[config.mk]
export PLATFORM = sky130hd
export DESIGN_NAME = piso_bit_source
export DESIGN_NICKNAME = d
export VERILOG_FILES = /design/src/rtl/serial_pkg.sv /design/src/rtl/piso_bit_source.sv
export SDC_FILE = /design/constraint.sdc
export NUM_CORES = 1
export LEC_CHECK = 0
export ABC_CLOCK_PERIOD_IN_PS = 3200
export BUFFER_PORTS_ARGS = -buffer_cell sky130_fd_sc_hd__clkbuf_2
export CAP_MARGIN = 20
export CORE_ASPECT_RATIO = 1.1
export CORE_UTILIZATION = 35
export DETAILED_ROUTE_END_ITERATION = 10
export GPL_ROUTABILITY_DRIVEN = 0
export PLACE_DENSITY_LB_ADDON = 0.1
export SLEW_MARGIN = 20
export SYNTH_ARGS = -nofsm -noshare
export SYNTH_HDL_FRONTEND = slang
export SYNTH_SLANG_ARGS = --single-unit
[constraint.sdc]
create_clock -name clk -period 3.2 [get_ports clk]
set_clock_uncertainty 0.15 [all_clocks]
set_input_delay 0 -clock clk [delete_from_list [all_inputs] [get_ports clk]]
set_output_delay 0 -clock clk [all_outputs]
set_load 0.1 [all_outputs]
[src/rtl/serial_pkg.sv]
// Shared definitions for the serial bit-source / bit-pattern detector family.
//   piso_state_t : two-state controller encoding for piso_bit_source
//   PISO_WIDTH   : default word length; also sizes the detectors' test words
package serial_pkg;

    typedef enum logic {
        IDLE  = 1'b0,
        SHIFT = 1'b1
    } piso_state_t;

    localparam int PISO_WIDTH = 8;

endpackage

[src/rtl/piso_bit_source.sv]
// Parallel-in, serial-out bit source feeding a bit-pattern detector's x input.
// Accepts WIDTH-bit words over valid/ready and emits one bit per clock,
// gapless across back-to-back words. Drives IDLE_BIT between words.
//
// Parameters:
//   WIDTH     : word length in bits (>= 1)
//   MSB_FIRST : 1 sends bit WIDTH-1 first, 0 sends bit 0 first
//   IDLE_BIT  : level on x_out when no word is in flight
// Ports:
//   clk       : clock, all logic on rising edge
//   rst       : synchronous active-high reset
//   in_data   : word to serialize, sampled on the accepting edge
//   in_valid  : in_data is valid
//   in_ready  : a word can be accepted this cycle
//   x_out     : serial bit stream
//   bit_valid : x_out carries a data bit
//   last_bit  : x_out is the final bit of the current word
//   busy      : a word is being shifted out
module piso_bit_source
    import serial_pkg::*;
#(
    parameter int   WIDTH     = PISO_WIDTH,
    parameter bit   MSB_FIRST = 1'b1,
    parameter logic IDLE_BIT  = 1'b0
) (
    input  logic             clk,
    input  logic             rst,
    input  logic [WIDTH-1:0] in_data,
    input  logic             in_valid,
    output logic             in_ready,
    output logic             x_out,
    output logic             bit_valid,
    output logic             last_bit,
    output logic             busy
);

    localparam int             CW       = (WIDTH > 1) ? $clog2(WIDTH) : 1;
    localparam logic [CW-1:0]  LAST_CNT = CW'(WIDTH - 1);

    piso_state_t      state_reg;
    logic [CW-1:0]    cnt_reg;
    logic [WIDTH-1:0] sr_reg;

    logic at_last;
    logic xfer;
    logic head;

    // cnt_reg is held at 0 in IDLE, so for WIDTH = 1 at_last is permanently
    // true and in_ready never drops.
    assign at_last   = (cnt_reg == LAST_CNT);
    assign in_ready  = (state_reg == IDLE) || at_last;
    assign xfer      = in_valid && in_ready;

    assign head      = MSB_FIRST ? sr_reg[WIDTH-1] : sr_reg[0];
    assign bit_valid = (state_reg == SHIFT);
    assign busy      = (state_reg == SHIFT);
    assign last_bit  = (state_reg == SHIFT) && at_last;
    assign x_out     = (state_reg == SHIFT) ? head : IDLE_BIT;

    always_ff @(posedge clk) begin
        if (rst) begin
            state_reg <= IDLE;
            cnt_reg   <= '0;
            sr_reg    <= '0;
        end else begin
            case (state_reg)
                IDLE: begin
                    if (xfer) begin
                        sr_reg    <= in_data;
                        cnt_reg   <= '0;
                        state_reg <= SHIFT;
                    end
                end
                SHIFT: begin
                    if (!at_last) begin
                        // Move the next bit into the head position.
                        if (MSB_FIRST) begin
                            sr_reg <= sr_reg << 1;
                        end else begin
                            sr_reg <= sr_reg >> 1;
                        end
                        cnt_reg <= cnt_reg + 1'b1;
                    end else if (xfer) begin
                        // Reload on the last-bit edge keeps the stream gapless.
                        sr_reg  <= in_data;
                        cnt_reg <= '0;
                    end else begin
                        cnt_reg   <= '0;
                        state_reg <= IDLE;
                    end
                end
                default: begin
                    state_reg <= IDLE;
                    cnt_reg   <= '0;
                end
            endcase
        end
    end

endmodule

==> results.py <==
metrics = {
    "run_status": {
        "status": "finished clean",
    },
    "global_routing": {
        "grt_pass1_vias": 491,
        "grt_usage_pct": 16.72,
        "grt_pass1_wl_mm": 2.090,
        "grt-ovfl-total": 0,
        "antenna_found_initial": 0,
        "grt_max_degree": 19,
    },
    "floorplan": {
        "coreArea_mm2": 0.001577,
        "die_width_um": 41.08,
        "fp.dieArea_mm2": 0.001848,
        "num_io_pins": 16,
        "initial_core_util_pct": 37.30,
        "fp.dieH_um": 44.99,
        "num_rows": 15,
    },
    "route": {
        "route.detailed.drc": 0,
        "drt-total-wl_mm": 1.195,
        "drt_first_pass_iters": 4,
        "vias_per_cell": 5.050,
        "vias": 505,
        "drt-wirelength-per-cell_um": 11.95,
        "postRouteAntennaNets": 0,
        "drtIter0Drc": 3,
    },
    "sta": {
        "whs_ns": 0.01167,
        "min_period_ns": 2.237,
        "finalSetupViolations": 0,
        "slew_headroom_pct": 64.24,
        "finalMaxSlewViolations": 0,
        "fmax_mhz": 446.9,
        "worst_pin_slew_ns": 0.5387,
        "hold_violations": 0,
        "grt_setup_unrepaired": "false",
        "tns_ns": 0,
        "finalCritPeriodShare_pct": 69.92,
    },
    "synth": {
        "yosysMostFrequentCell": "dfxtp_1",
        "syn_inst": 57,
        "synth_nets": 70,
        "synth_area_leaders": "dfxtp_1 (41%), mux2i_1 (12%), a211oi_1 (8.9%), nor3b_1 (8.9%), or3b_1 (6.0%)",
        "synth_edf_count": 0,
        "yosysTopAreaCell": "dfxtp_1",
        "synth_cell_types": 17,
        "synth_area_um2": 588.1,
        "synth_top_area_share_pct": 40.85,
        "synthTopCellsByCount": "dfxtp_1 (12), a211oi_1 (7), mux2i_1 (7), nor3b_1 (7)",
        "async_flop_share_pct": 0,
        "synth_seq_area_share_pct": 40.85,
        "yosys_most_used_dff": "dfxtp_1",
        "syn_area_per_cell_um2": 10.32,
        "synth-seq-cells": 12,
        "ys_warn_count": 0,
    },
    "cells_and_area": {
        "largest_reg_flops": 8,
        "drive_gt1_share_pct": 24.10,
        "area_delta_synth_final_pct": 37.45,
        "final_nets": 97,
        "num_antenna_cells": 0,
    },
    "power": {
        "swShare_pct": 28.62,
        "p_int_mw": 0.2626,
        "power_density_mw_per_mm2": 455.2,
        "pwr-share-comb_pct": 21.1,
        "switchingPower_mw": 0.1053,
        "clkPwrFrac_pct": 33.3,
        "pwr-share-seq_pct": 45.6,
        "power.leakage_nw": 0.3681,
        "ir_drop_mv": 0.2700,
    },
    "critical_path": {
        "crit_arrival_ns": 2.31,
        "start_kind": "flip-flop",
        "worstPathRequired_ns": 3.27,
        "path_class": "flip-flop to flip-flop",
        "endpoint_kind": "flip-flop",
        "critical_path.max_fanout": 10,
    },
    "clock_tree": {
        "cts-resized-gates": 0,
        "cts_buffers": 3,
        "h-tree-depth": 1,
        "clockBufferDepth": 2,
        "worstSkewPairLatency_ns": 0.27,
        "cts.clk_slew.worst_paths_ns": 0.08,
        "cts_tree": "yes",
        "ctsHoldBuffers": 13,
        "cts_setup_buffers": 0,
        "clockRootBuffer": "clkbuf_4",
        "cts.sink_count": 12,
    },
    "flow_run": {
        "cap_viol_max_count": 0,
    },
    "hold_path": {
        "min_path_type": "primary input to flip-flop",
    },
    "placed_design": {
        "port_buffers": 15,
        "dp.final_hpwl_um": 721.6,
    },
}
## power by group through the flow
stage | clock [mW] | sequential (mW) | combinational (mW)
4_1_cts | 0.125 | 0.168 | 0.0778
6_report | 0.122 | 0.168 | 0.0775
3_3_place_gp | 0 | 0.172 | 0.0632
5_1_grt | 0.127 | 0.170 | 0.0838
2_1_floorplan | 0 | 0.175 | 0.0492
3_5_place_dp | 0 | 0.172 | 0.0628
## critical path, stage by stage (launching register included)
cell	delay, ns
dfxtp_1	0.32
ha_1	0.20
ha_1	0.30
nand2b_1	0.36
a211oi_1	0.28
dlygate4sd3_1	0.57
## final timing paths
| check | from | endpoint | slack, ns | cells after the start |
|---|---|---|---|---|
| hold reg to reg | cnt_reg[0] | cnt_reg[0] | 0.41 | 2 |
| hold / removal | in_valid | bit_valid | 0.01 | 3 |
| setup reg to reg | cnt_reg[0] | sr_reg[2] | 0.96 | 5 |
| setup / recovery | cnt_reg[0] | sr_reg[2] | 0.96 | 5 |
## final cells by class
class / instances / area, um^2
clock buffers: 4 / 36.28
fillers: 167 / 768.2
inverters: 1 / 3.754
multi-input cells: 38 / 301.5
flip-flops and latches: 12 / 240.2
well taps: 17 / 21.27
repair buffers: 28 / 205.2
## cell usage in the layout (no fill, tap or decap)
cell,instances
a211oi_1,7
a21oi_1,4
and2_1,2
and3b_1,1
clkbuf_2,15
clkbuf_4,3
clkbuf_8,1
dfxtp_1,12
dlygate4sd3_1,13
ha_1,2
inv_1,1
mux2_2,1
mux2i_1,7
nand2_1,2
nand2b_1,1
nor3b_1,7
or3b_1,4
## layer usage
metal | GRT usage [%] | routed length, um | up-vias
met5 | 0 | 0 | -
met4 | 10.00 | 10 | 0
met3 | 2.956 | 38 | 2
met2 | 26.56 | 602 | 10
met1 | 20.19 | 543 | 237
li1 | - | - | 256
## logic make-up after synthesis
family / share of synthesized area (%)
buffers and inverters: 7.872
AND/OR/NAND/NOR: 20.85
AO/OA/AOI/OAI: 12.34
adder cells (fa/ha/maj): 4.255
multiplexers: 13.83
flip-flops: 40.85
## stage by stage
step	setup WS [ns]	instances	utilization, %	power [mW]	cell area (um^2)
after floorplan	0.9758	57	-	0.2237	588.1
after global placement	1.340	83	40.71	0.2348	641.9
after detailed placement	1.284	83	40.71	0.2343	641.9
after CTS	0.9495	100	51.27	0.3704	808.3
after global routing	0.8037	100	51.27	0.3803	808.3
final	0.9626	100	51.27	0.3679	808.3
No activity file was read; power rests on OpenSTA's default activity.
